**src/rtl/booth_job_scheduler.sv**
```systemverilog
// rtl/booth_job_scheduler.sv - operand FIFO and start/done sequencer for booth_multiplier
//
// Queues signed operand pairs, issues them one at a time to the multiplier
// with a one-cycle start pulse, waits for done and hands the product out on a
// registered valid/ready port. Jobs whose done never arrives within TIMEOUT
// wait cycles are dropped and flagged in the sticky timeout_err.
//
// Ports:
//   clk, rst_n                      clock, asynchronous active-low reset
//   in_valid/in_ready/in_x/in_y     operand pair input handshake
//   mul_start/mul_x/mul_y           start pulse and held operands to multiplier
//   mul_done/mul_result             done level and product from multiplier
//   out_valid/out_ready/out_result  product output handshake
//   fifo_count                      operand FIFO occupancy
//   busy                            sequencer not idle
//   timeout_err                     sticky job-abandoned flag
//   job_count                       captured-product counter (BOOTH_SCHED_STATS_EN only)
//
// Build option: define BOOTH_SCHED_STATS_EN to add the job_count output.

module booth_job_scheduler #(
    parameter int X_W     = 4,
    parameter int Y_W     = 6,
    parameter int DEPTH   = 4,
    parameter int TIMEOUT = 64
) (
    input  logic                       clk,
    input  logic                       rst_n,
    input  logic                       in_valid,
    output logic                       in_ready,
    input  logic [X_W-1:0]             in_x,
    input  logic [Y_W-1:0]             in_y,
    output logic                       mul_start,
    output logic [X_W-1:0]             mul_x,
    output logic [Y_W-1:0]             mul_y,
    input  logic                       mul_done,
    input  logic [X_W+Y_W-1:0]         mul_result,
    output logic                       out_valid,
    input  logic                       out_ready,
    output logic [X_W+Y_W-1:0]         out_result,
    output logic [$clog2(DEPTH):0]     fifo_count,
    output logic                       busy,
    output logic                       timeout_err
`ifdef BOOTH_SCHED_STATS_EN
    ,
    output logic [15:0]                job_count
`endif
);

    localparam int PTR_W = $clog2(DEPTH);
    localparam int CNT_W = PTR_W + 1;
    localparam int TMR_W = $clog2(TIMEOUT + 1);
    localparam int R_W   = X_W + Y_W;

    typedef enum logic [1:0] {
        S_IDLE  = 2'd0,
        S_ISSUE = 2'd1,
        S_WAIT  = 2'd2
    } state_t;

    state_t             state_q, state_d;
    logic [R_W-1:0]     mem_q [DEPTH];
    logic [PTR_W-1:0]   wr_ptr_q, wr_ptr_d;
    logic [PTR_W-1:0]   rd_ptr_q, rd_ptr_d;
    logic [CNT_W-1:0]   count_q, count_d;
    logic [TMR_W-1:0]   timer_q, timer_d;
    logic               mul_start_q, mul_start_d;
    logic [X_W-1:0]     mul_x_q, mul_x_d;
    logic [Y_W-1:0]     mul_y_q, mul_y_d;
    logic               out_valid_q, out_valid_d;
    logic [R_W-1:0]     out_result_q, out_result_d;
    logic               timeout_err_q, timeout_err_d;
    logic               push;
    logic               pop;
    logic               capture;
    logic [R_W-1:0]     head;

    assign in_ready = (count_q < CNT_W'(DEPTH));
    assign push     = in_valid && in_ready;
    assign pop      = (state_q == S_IDLE) && (count_q != '0);
    assign head     = mem_q[rd_ptr_q];

    always_comb begin
        state_d       = state_q;
        timer_d       = timer_q;
        mul_start_d   = 1'b0;
        mul_x_d       = mul_x_q;
        mul_y_d       = mul_y_q;
        out_valid_d   = out_valid_q && !out_ready;
        out_result_d  = out_result_q;
        timeout_err_d = timeout_err_q;
        capture       = 1'b0;

        case (state_q)
            S_IDLE: begin
                if (count_q != '0) begin
                    mul_x_d     = head[R_W-1:Y_W];
                    mul_y_d     = head[Y_W-1:0];
                    mul_start_d = 1'b1;
                    state_d     = S_ISSUE;
                end
            end
            S_ISSUE: begin
                // done may still be high from the previous job; it is not looked at here
                timer_d = '0;
                state_d = S_WAIT;
            end
            S_WAIT: begin
                if (mul_done) begin
                    // a blocked output freezes the timer: the multiplier holds its result
                    if (!out_valid_q || out_ready) begin
                        capture      = 1'b1;
                        out_valid_d  = 1'b1;
                        out_result_d = mul_result;
                        state_d      = S_IDLE;
                    end
                end else begin
                    timer_d = timer_q + 1'b1;
                    if (timer_q == TMR_W'(TIMEOUT - 1)) begin
                        timeout_err_d = 1'b1;
                        state_d       = S_IDLE;
                    end
                end
            end
            default: state_d = S_IDLE;
        endcase
    end

    always_comb begin
        wr_ptr_d = push ? wr_ptr_q + 1'b1 : wr_ptr_q;
        rd_ptr_d = pop  ? rd_ptr_q + 1'b1 : rd_ptr_q;
        case ({push, pop})
            2'b10:   count_d = count_q + 1'b1;
            2'b01:   count_d = count_q - 1'b1;
            default: count_d = count_q;
        endcase
    end

    // Storage is not reset: entries are only read once count says they are valid.
    always_ff @(posedge clk) begin
        if (push) begin
            mem_q[wr_ptr_q] <= {in_x, in_y};
        end
    end

    always_ff @(posedge clk or negedge rst_n) begin
        if (!rst_n) begin
            state_q       <= S_IDLE;
            wr_ptr_q      <= '0;
            rd_ptr_q      <= '0;
            count_q       <= '0;
            timer_q       <= '0;
            mul_start_q   <= 1'b0;
            mul_x_q       <= '0;
            mul_y_q       <= '0;
            out_valid_q   <= 1'b0;
            out_result_q  <= '0;
            timeout_err_q <= 1'b0;
        end else begin
            state_q       <= state_d;
            wr_ptr_q      <= wr_ptr_d;
            rd_ptr_q      <= rd_ptr_d;
            count_q       <= count_d;
            timer_q       <= timer_d;
            mul_start_q   <= mul_start_d;
            mul_x_q       <= mul_x_d;
            mul_y_q       <= mul_y_d;
            out_valid_q   <= out_valid_d;
            out_result_q  <= out_result_d;
            timeout_err_q <= timeout_err_d;
        end
    end

`ifdef BOOTH_SCHED_STATS_EN
    logic [15:0] job_count_q, job_count_d;

    assign job_count_d = capture ? job_count_q + 16'd1 : job_count_q;

    always_ff @(posedge clk or negedge rst_n) begin
        if (!rst_n) begin
            job_count_q <= '0;
        end else begin
            job_count_q <= job_count_d;
        end
    end

    assign job_count = job_count_q;
`else
    logic unused_capture;
    assign unused_capture = capture;
`endif

    assign mul_start   = mul_start_q;
    assign mul_x       = mul_x_q;
    assign mul_y       = mul_y_q;
    assign out_valid   = out_valid_q;
    assign out_result  = out_result_q;
    assign fifo_count  = count_q;
    assign busy        = (state_q != S_IDLE);
    assign timeout_err = timeout_err_q;

endmodule

```
**config.mk**
```make
export PLATFORM = sky130hd
export DESIGN_NAME = booth_job_scheduler
export DESIGN_NICKNAME = d
export VERILOG_FILES = /design/src/rtl/booth_job_scheduler.sv
export SDC_FILE = /design/constraint.sdc
export NUM_CORES = 1
export LEC_CHECK = 0
export ABC_AREA = 1
export ABC_CLOCK_PERIOD_IN_PS = 2200
export BUFFER_PORTS_ARGS = -buffer_cell sky130_fd_sc_hd__buf_2
export CORE_ASPECT_RATIO = 0.9
export CORE_UTILIZATION = 25
export CTS_BUF_LIST = sky130_fd_sc_hd__clkbuf_4
export CTS_CLUSTER_DIAMETER = 200
export CTS_CLUSTER_SIZE = 40
export DETAILED_ROUTE_END_ITERATION = 10
export PLACE_DENSITY = 0.49
export SLEW_MARGIN = 40
export SYNTH_ARGS = -nofsm -noshare
export SYNTH_HDL_FRONTEND = slang
export SYNTH_SLANG_ARGS = --single-unit
export TNS_END_PERCENT = 20
```
**constraint.sdc**
```tcl
create_clock -name clk -period 2.2 [get_ports clk]
set_input_delay 0 -clock clk [delete_from_list [all_inputs] [get_ports clk]]
set_output_delay 0 -clock clk [all_outputs]
set_load 0.02 [all_outputs]
```
## After elaboration in Yosys (flattened, before gate mapping)

Memories as Yosys holds them, arrays and structs flattened. A register that Yosys moved wholly into a read port is not among the register bits.
Index checks and enable logic that the tools add are counted.

- Register bits after elaboration: 29
- Bits in latches: 0
- Memory bits (writable): 40
- Memory bits (read-only): 0
- Input bits: 25
- Output and inout bits: 28
- Logic and storage cells: 58
- Memories: 1

- Add/sub/neg operators: 5
- $mul: 0
- Divide/modulo/power cells: 0
- Order comparisons: 1
- Eq/ne operators: 9
- Shift operators: 0
- Muxes and demuxes: 15
- Bitwise gates (word level): 1
- Reductions and logical operators: 17

Memory list:

| name | words | width | rd ports | clocked after memory_dff | write ports | RTL line | text |
|---|---|---|---|---|---|---|---|
| mem_q | 4 | 10 | 1 | 1 | 1 | 62 | `logic [R_W-1:0] mem_q [DEPTH];` |

Operators with widths:

| operator | number |
|---|---|
| 7-bit case mux with 2 select lines | 1 |
| 3-bit AND reduction | 3 |
| 2-bit 2-to-1 mux | 4 |
| 7-bit by 1-bit adder with 7-bit output (second input constant) | 1 |
| 7-bit by 6-bit == test with 1-bit output (second input constant) | 1 |
| 1-bit 2-to-1 mux | 7 |
| 7-bit 2-to-1 mux | 1 |
| 3-bit != test (second input constant) | 2 |
| 2-bit case mux with 3 select lines | 1 |
| 3-bit case mux with 2 select lines | 1 |
| 2-bit nonzero test | 3 |
| 2-bit by 1-bit adder with 2-bit output (second input constant) | 2 |
| 2-bit by 1-bit == test with 1-bit output (second input constant) | 2 |
| 2-bit == test (second input constant) | 2 |
| 2-bit AND reduction | 2 |
| 3-bit by 1-bit adder with 3-bit output (second input constant) | 1 |
| 1-bit logical AND | 3 |
| 1-bit logical NOT | 3 |
| 3-bit < comparator (second input constant) | 1 |
| 3-bit nonzero test | 1 |
| 3-bit by 1-bit subtractor with 3-bit output (second input constant) | 1 |
| 2-bit logical NOT | 1 |
| 2-bit by 1-bit != test with 1-bit output (second input constant) | 1 |
| 2-bit != test (second input constant) | 1 |
| other kinds (2) | 2 |

## Depth between registers and ports, before layout

- Depth in word-level cells: 5
- Depth in mapped cells: 11
- Depth with buffers taken out: 10

## Worst setup path before layout

OpenSTA, ideal clock, no wires.

- Path type: reg2reg
- From: register count_q[1] (netlist: fifo_count[1])
- To: register count_q[2] (netlist: fifo_count[2])
- Library setup time: 0.131 ns
- Arrival: 1.851 ns
- Data required time: 2.069 ns
- Path slack: 0.218 ns
- Stages on the path, launching flop included: 12
- Buffers on the path: 1
- Clock period less this slack: 1.982 ns
- Path through: dfrtp_1 > inv_1 > nand2_1 > nand2_1 > inv_2 > buf_6 > ha_1 > inv_1 > fa_1 > a21oi_1 > o21ai_0 > xor2_1

- Longest elaborated chain between the ends: 4
- Elaborated cells between the ends (all ways): 10
- Classes of those cells: add/sub (2); order compare (1); eq/ne (2); mux (1); reduce/logical (4)

Ends and longest elaborated chain:

| element | RTL line | text |
|---|---|---|
| start, declared | 65 | `logic [CNT_W-1:0] count_q, count_d;` |
| start signal, assigned | 163 | `count_q <= count_d;` |
| 3-bit < comparator / 3-bit nonzero test (equally long branches) | 78, 80 |  |
| 1-bit logical AND (on tied branches) | 79, 80 |  |
| 2-bit by 1-bit == test with 1-bit output / 2-bit == test (equally long branches) | 132 | `case ({push, pop})` |
| 3-bit case mux with 2 select lines / 2-bit nonzero test (equally long branches) | -- |  |

Several ways; a longest one is shown, not always the timed one.
A chain may end at the register's enable or synchronous reset.

## Worst setup path in the final report

- From: register state_q[1]
- To: register count_q[2] (netlist: fifo_count[2])

- Longest elaborated chain between the ends: 4
- Elaborated cells between the ends (all ways): 6
- Classes of those cells: eq/ne (2); mux (1); reduce/logical (3)

Ends and longest elaborated chain:

| element | RTL line | text |
|---|---|---|
| start, declared | 61 | `state_t state_q, state_d;` |
| start signal, assigned | 160 | `state_q <= state_d;` |
| 2-bit logical NOT * | 80 | `assign pop = (state_q == S_IDLE) && (count_q != '0);` |
| 1-bit logical AND * | 80 |  |
| 2-bit by 1-bit == test with 1-bit output / 2-bit == test (equally long branches) | 132 |  |
| 3-bit case mux with 2 select lines / 2-bit nonzero test (equally long branches) | -- |  |

Mark *: on every way between the ends. The rest lies on a longest branch, timed or not.

==> impl_metrics.env <==
export IMPL_fin_nets=432
export IMPL_finalSetupViolations=0
export IMPL_number_of_pins_exceeding_their_max_slew_limit_in_the_final_report=0
export IMPL_power_clock_fraction_pct=15.5
export IMPL_fin_tns_setup_ns=0
export IMPL_grt_use_met1_pct=13.8
export IMPL_drtAntennaViolNets=0
export IMPL_global_route_peak_usage_layer="met2"
export IMPL_routedWlPerCell_um=12.3
export IMPL_worst_slew_pin_transition_ns=0.449
export IMPL_vdd_drop_max_mv=0.559
export IMPL_tritoncts_clock_tree="yes"
export IMPL_grtUsageTotal_pct=11.4
export IMPL_timing_critical_path_from="state_q[1]"
export IMPL_final_fill_count=1286
export IMPL_synth_common_cells="nor2_1, edfxtp_1, dfrtp_1"
export IMPL_met3_usage_pct=3.96
export IMPL_switching_share_pct=41.6
export IMPL_core_rowCount=39
export IMPL_post_synth_top_area_fraction_pct=36.9
export IMPL_antenna_found_initial=0
export IMPL_synth_most_common_cell="nor2_1"
export IMPL_ctsHtreeMaxLevel=3
export IMPL_hold_path_class="input pin to flop"
export IMPL_timing_max_cap_violations=0
export IMPL_yosysSeqAreaShare_pct=66.9
export IMPL_crit_family="adder cells"
export IMPL_crit_reg2reg_launch="state_q[1]"
export IMPL_grt_util_met2_pct=18.8
export IMPL_critPathArrivalTime_ns=2.18
export IMPL_global_placer_s_final_weighted_congestion=0.718
export IMPL_via_count_of_the_first_global_routing_pass=2240
export IMPL_final_layout_size_suffix_gt1_share_pct=20.7
export IMPL_critPathCaptureType="flop"
export IMPL_num_vias=2279
export IMPL_ys_top_cells_by_area="edfxtp_1, dfrtp_1, nor2_1"
export IMPL_static_leak_nw=1.82
export IMPL_switching_power_mw=2.12
export IMPL_die_h_um=110
export IMPL_number_of_enable_type_register_cells_in_the_synthesized_netlist=40
export IMPL_clk_pin_slew_ns=0.13
export IMPL_finalCritPeriodShare_pct=84.7
export IMPL_cts_root_buf="clkbuf_4"
export IMPL_drtPass1Iterations=4
export IMPL_worstPathMaxFanout=5
export IMPL_timing_slew_headroom_pct=69.9
export IMPL_chipWidth_um=122
export IMPL_routed_wl_mm=6.98
export IMPL_worst_endpoint_required_ns=2.52
export IMPL_cpPeakStageDelay_ns=0.44
export IMPL_critical_path_slowest_cell="dfrtp_1"
export IMPL_clock_sink_count=79
export IMPL_boundaryPins=53
export IMPL_cts_made_buffers=9
export IMPL_fraction_of_synthesis_flops_using_an_asynchronous_set_or_reset_pin_pct=49.4
export IMPL_start_kind="flop"
export IMPL_status="complete, no violations"
export IMPL_via_per_inst=4.01
export IMPL_hold_buffers=26
export IMPL_antenna_cells_inserted=0
export IMPL_cellInternalPower_mw=2.97
export IMPL_setup_worst_path_class="flop to flop"
export IMPL_finalHoldViolCount=0
export IMPL_postCtsResizedCells=0
export IMPL_finClkSkew_ns=0.0182
export IMPL_placeableCoreArea_mm2=0.0127
export IMPL_share_seq_of_total_power_pct=42.5
export IMPL_clock_tree_buffer_depth=2
export IMPL_synthesis_area_per_instance_um2=10.5
export IMPL_synthFlopType="edfxtp_1"
export IMPL_globalRouteOverflowTotal=0
export IMPL_cp_buffers_inverters=2
export IMPL_syn_nets=343
export IMPL_port_buffers=52
export IMPL_timing_fmax_mhz=537
export IMPL_holdCritStartpoint="in_y[2]"
export IMPL_largest_net_degree_at_the_start_of_global_routing=25
export IMPL_dp_final_hpwl_mm=4.41
export IMPL_global_route_wire_length_before_repair_mm=11.2
export IMPL_layout_area_overhead_vs_synth_pct=26.8
export IMPL_crit_path_cell_trace="nor2_1, nand2_1, inv_2, ha_1, inv_1, fa_1, a21oi_1, o21ai_0, xor2_1"
export IMPL_synth_seq_cells=79
export IMPL_powerDensity_mw_per_mm2=1230
export IMPL_syn_inst=311
export IMPL_yosysUniqueCellTypes=24
export IMPL_comb_power_share_pct=42.0
export IMPL_dp_cells=527
export IMPL_initial_drc_count=123
export IMPL_rsz0062_at_grt="false"
export IMPL_cts_repair_timing_setup_buffer_count=0
export IMPL_floorplan_initialDensity_pct=25.7
export IMPL_syn_cell_area_mm2=0.00326
export IMPL_die_area_mm2=0.0135
export IMPL_post_synth_top_area_cell="edfxtp_1"
export IMPL_final_cell_count_no_fill=569
export IMPL_worstSkewPairLatency_ns=0.43
export IMPL_drcViolationCount=0
export IMPL_min_period_ns=1.86
export IMPL_yosysWarnings=0
[per-layer routing]
metal	vias up	routed length, µm
met5	-	0
met4	0	111
met3	11	238
met2	43	3360
met1	1041	3270
li1	1184	-
[metrics by stage]
stage	setup slack [ns]	area (µm²)	hold slack, ns	util, %	power [mW]
floorplan	0.218	3260	-0.296	-	3.63
global placement	0.401	3740	-0.0588	29.5	4.29
detailed placement	0.352	3740	-0.0551	29.5	4.33
CTS	0.339	4130	0.277	32.5	5.18
global route	0.200	4130	0.273	32.5	5.52
finish	0.337	4130	0.314	32.5	5.09
[power groups by stage]
| stage | clock, mW | sequential [mW] | combinational, mW |
|---|---|---|---|
| after global placement | 0 | 2.19 | 2.11 |
| after floorplan | 0 | 2.45 | 1.18 |
| final | 0.790 | 2.16 | 2.14 |
| after CTS | 0.839 | 2.17 | 2.18 |
| after global routing | 0.897 | 2.21 | 2.41 |
| after detailed placement | 0 | 2.20 | 2.13 |
[placed cells by master (no fill, tap or decap)]
cell type	n
a21oi_1	12
a21oi_2	1
buf_2	52
buf_4	11
clkbuf_4	11
clkinv_4	1
clkinvlp_4	2
dfrtp_1	39
dlygate4sd3_1	26
edfxtp_1	40
fa_1	1
ha_1	6
inv_1	33
inv_2	1
inv_6	2
nand2_1	31
nand2_2	2
nand3_1	10
nand4_1	1
nor2_1	78
nor2_4	1
nor3_1	2
o21ai_0	25
o21ai_1	11
or2_1	2
xnor2_1	1
xor2_1	3
[sequential cells by signal (all words and copies together) (netlist names)]
| signal | count |
|---|---|
| out_result | 10 |
| mul_y | 6 |
| mul_x | 4 |
| rd_ptr_q | 2 |
| fifo_count | 3 |
| wr_ptr_q | 2 |
| out_valid | 1 |
| mul_start | 1 |
| timeout_err | 1 |
| timer_q | 7 |
| state_q | 2 |
| mem_q | 40 |
[worst register-to-register path, delay by kind of cell (launching register included)]
family | cells | cell delay [ns]
adders and majority gates | 2 | 0.52
DFF | 1 | 0.44
buffers and inverters | 2 | 0.13
xor gates and xnor gates | 1 | 0.15
and+or+nand+nor | 2 | 0.26
AOI/OAI and AO/OA | 2 | 0.25
[cells by family (layout without fill, tap and decap cells)]
group                      Yosys count  in the layout  share of synthesized area, %
buffers and inverters               45            139                          5.76
DFF                                 79             79                          66.9
xor gates and xnor gates             4              4                          1.08
AOI/OAI and AO/OA                   49             49                          7.65
and+or+nand+nor                    127            127                          15.7
adders and majority gates            7              7                          2.92
[worst paths after layout]
kind	endpoint	slack, ns	depth (start not counted)
min in group asynchronous	timer_q[4]	0.47	3
worst min-delay path	mem_q[1][2]	0.31	2
worst max-delay path	fifo_count[2]	0.34	9
max in group asynchronous	out_result[5]	0.65	4
worst min register to register	timeout_err	0.49	2
worst max register to register	fifo_count[2]	0.34	9
[final cells by class]
type / count / area [µm²] / share of cell area [%]
clock buffers: 11 / 82.6 / 2.00
clock inverters: 5 / 41.3 / 1.00
inverters: 34 / 128 / 3.09
multi-input cells: 187 / 891 / 21.6
flip-flops and latches: 79 / 2180 / 52.7
well taps: 164 / 205 / 4.97
repair buffers: 89 / 603 / 14.6
Power figures use the tool's default switching activity.
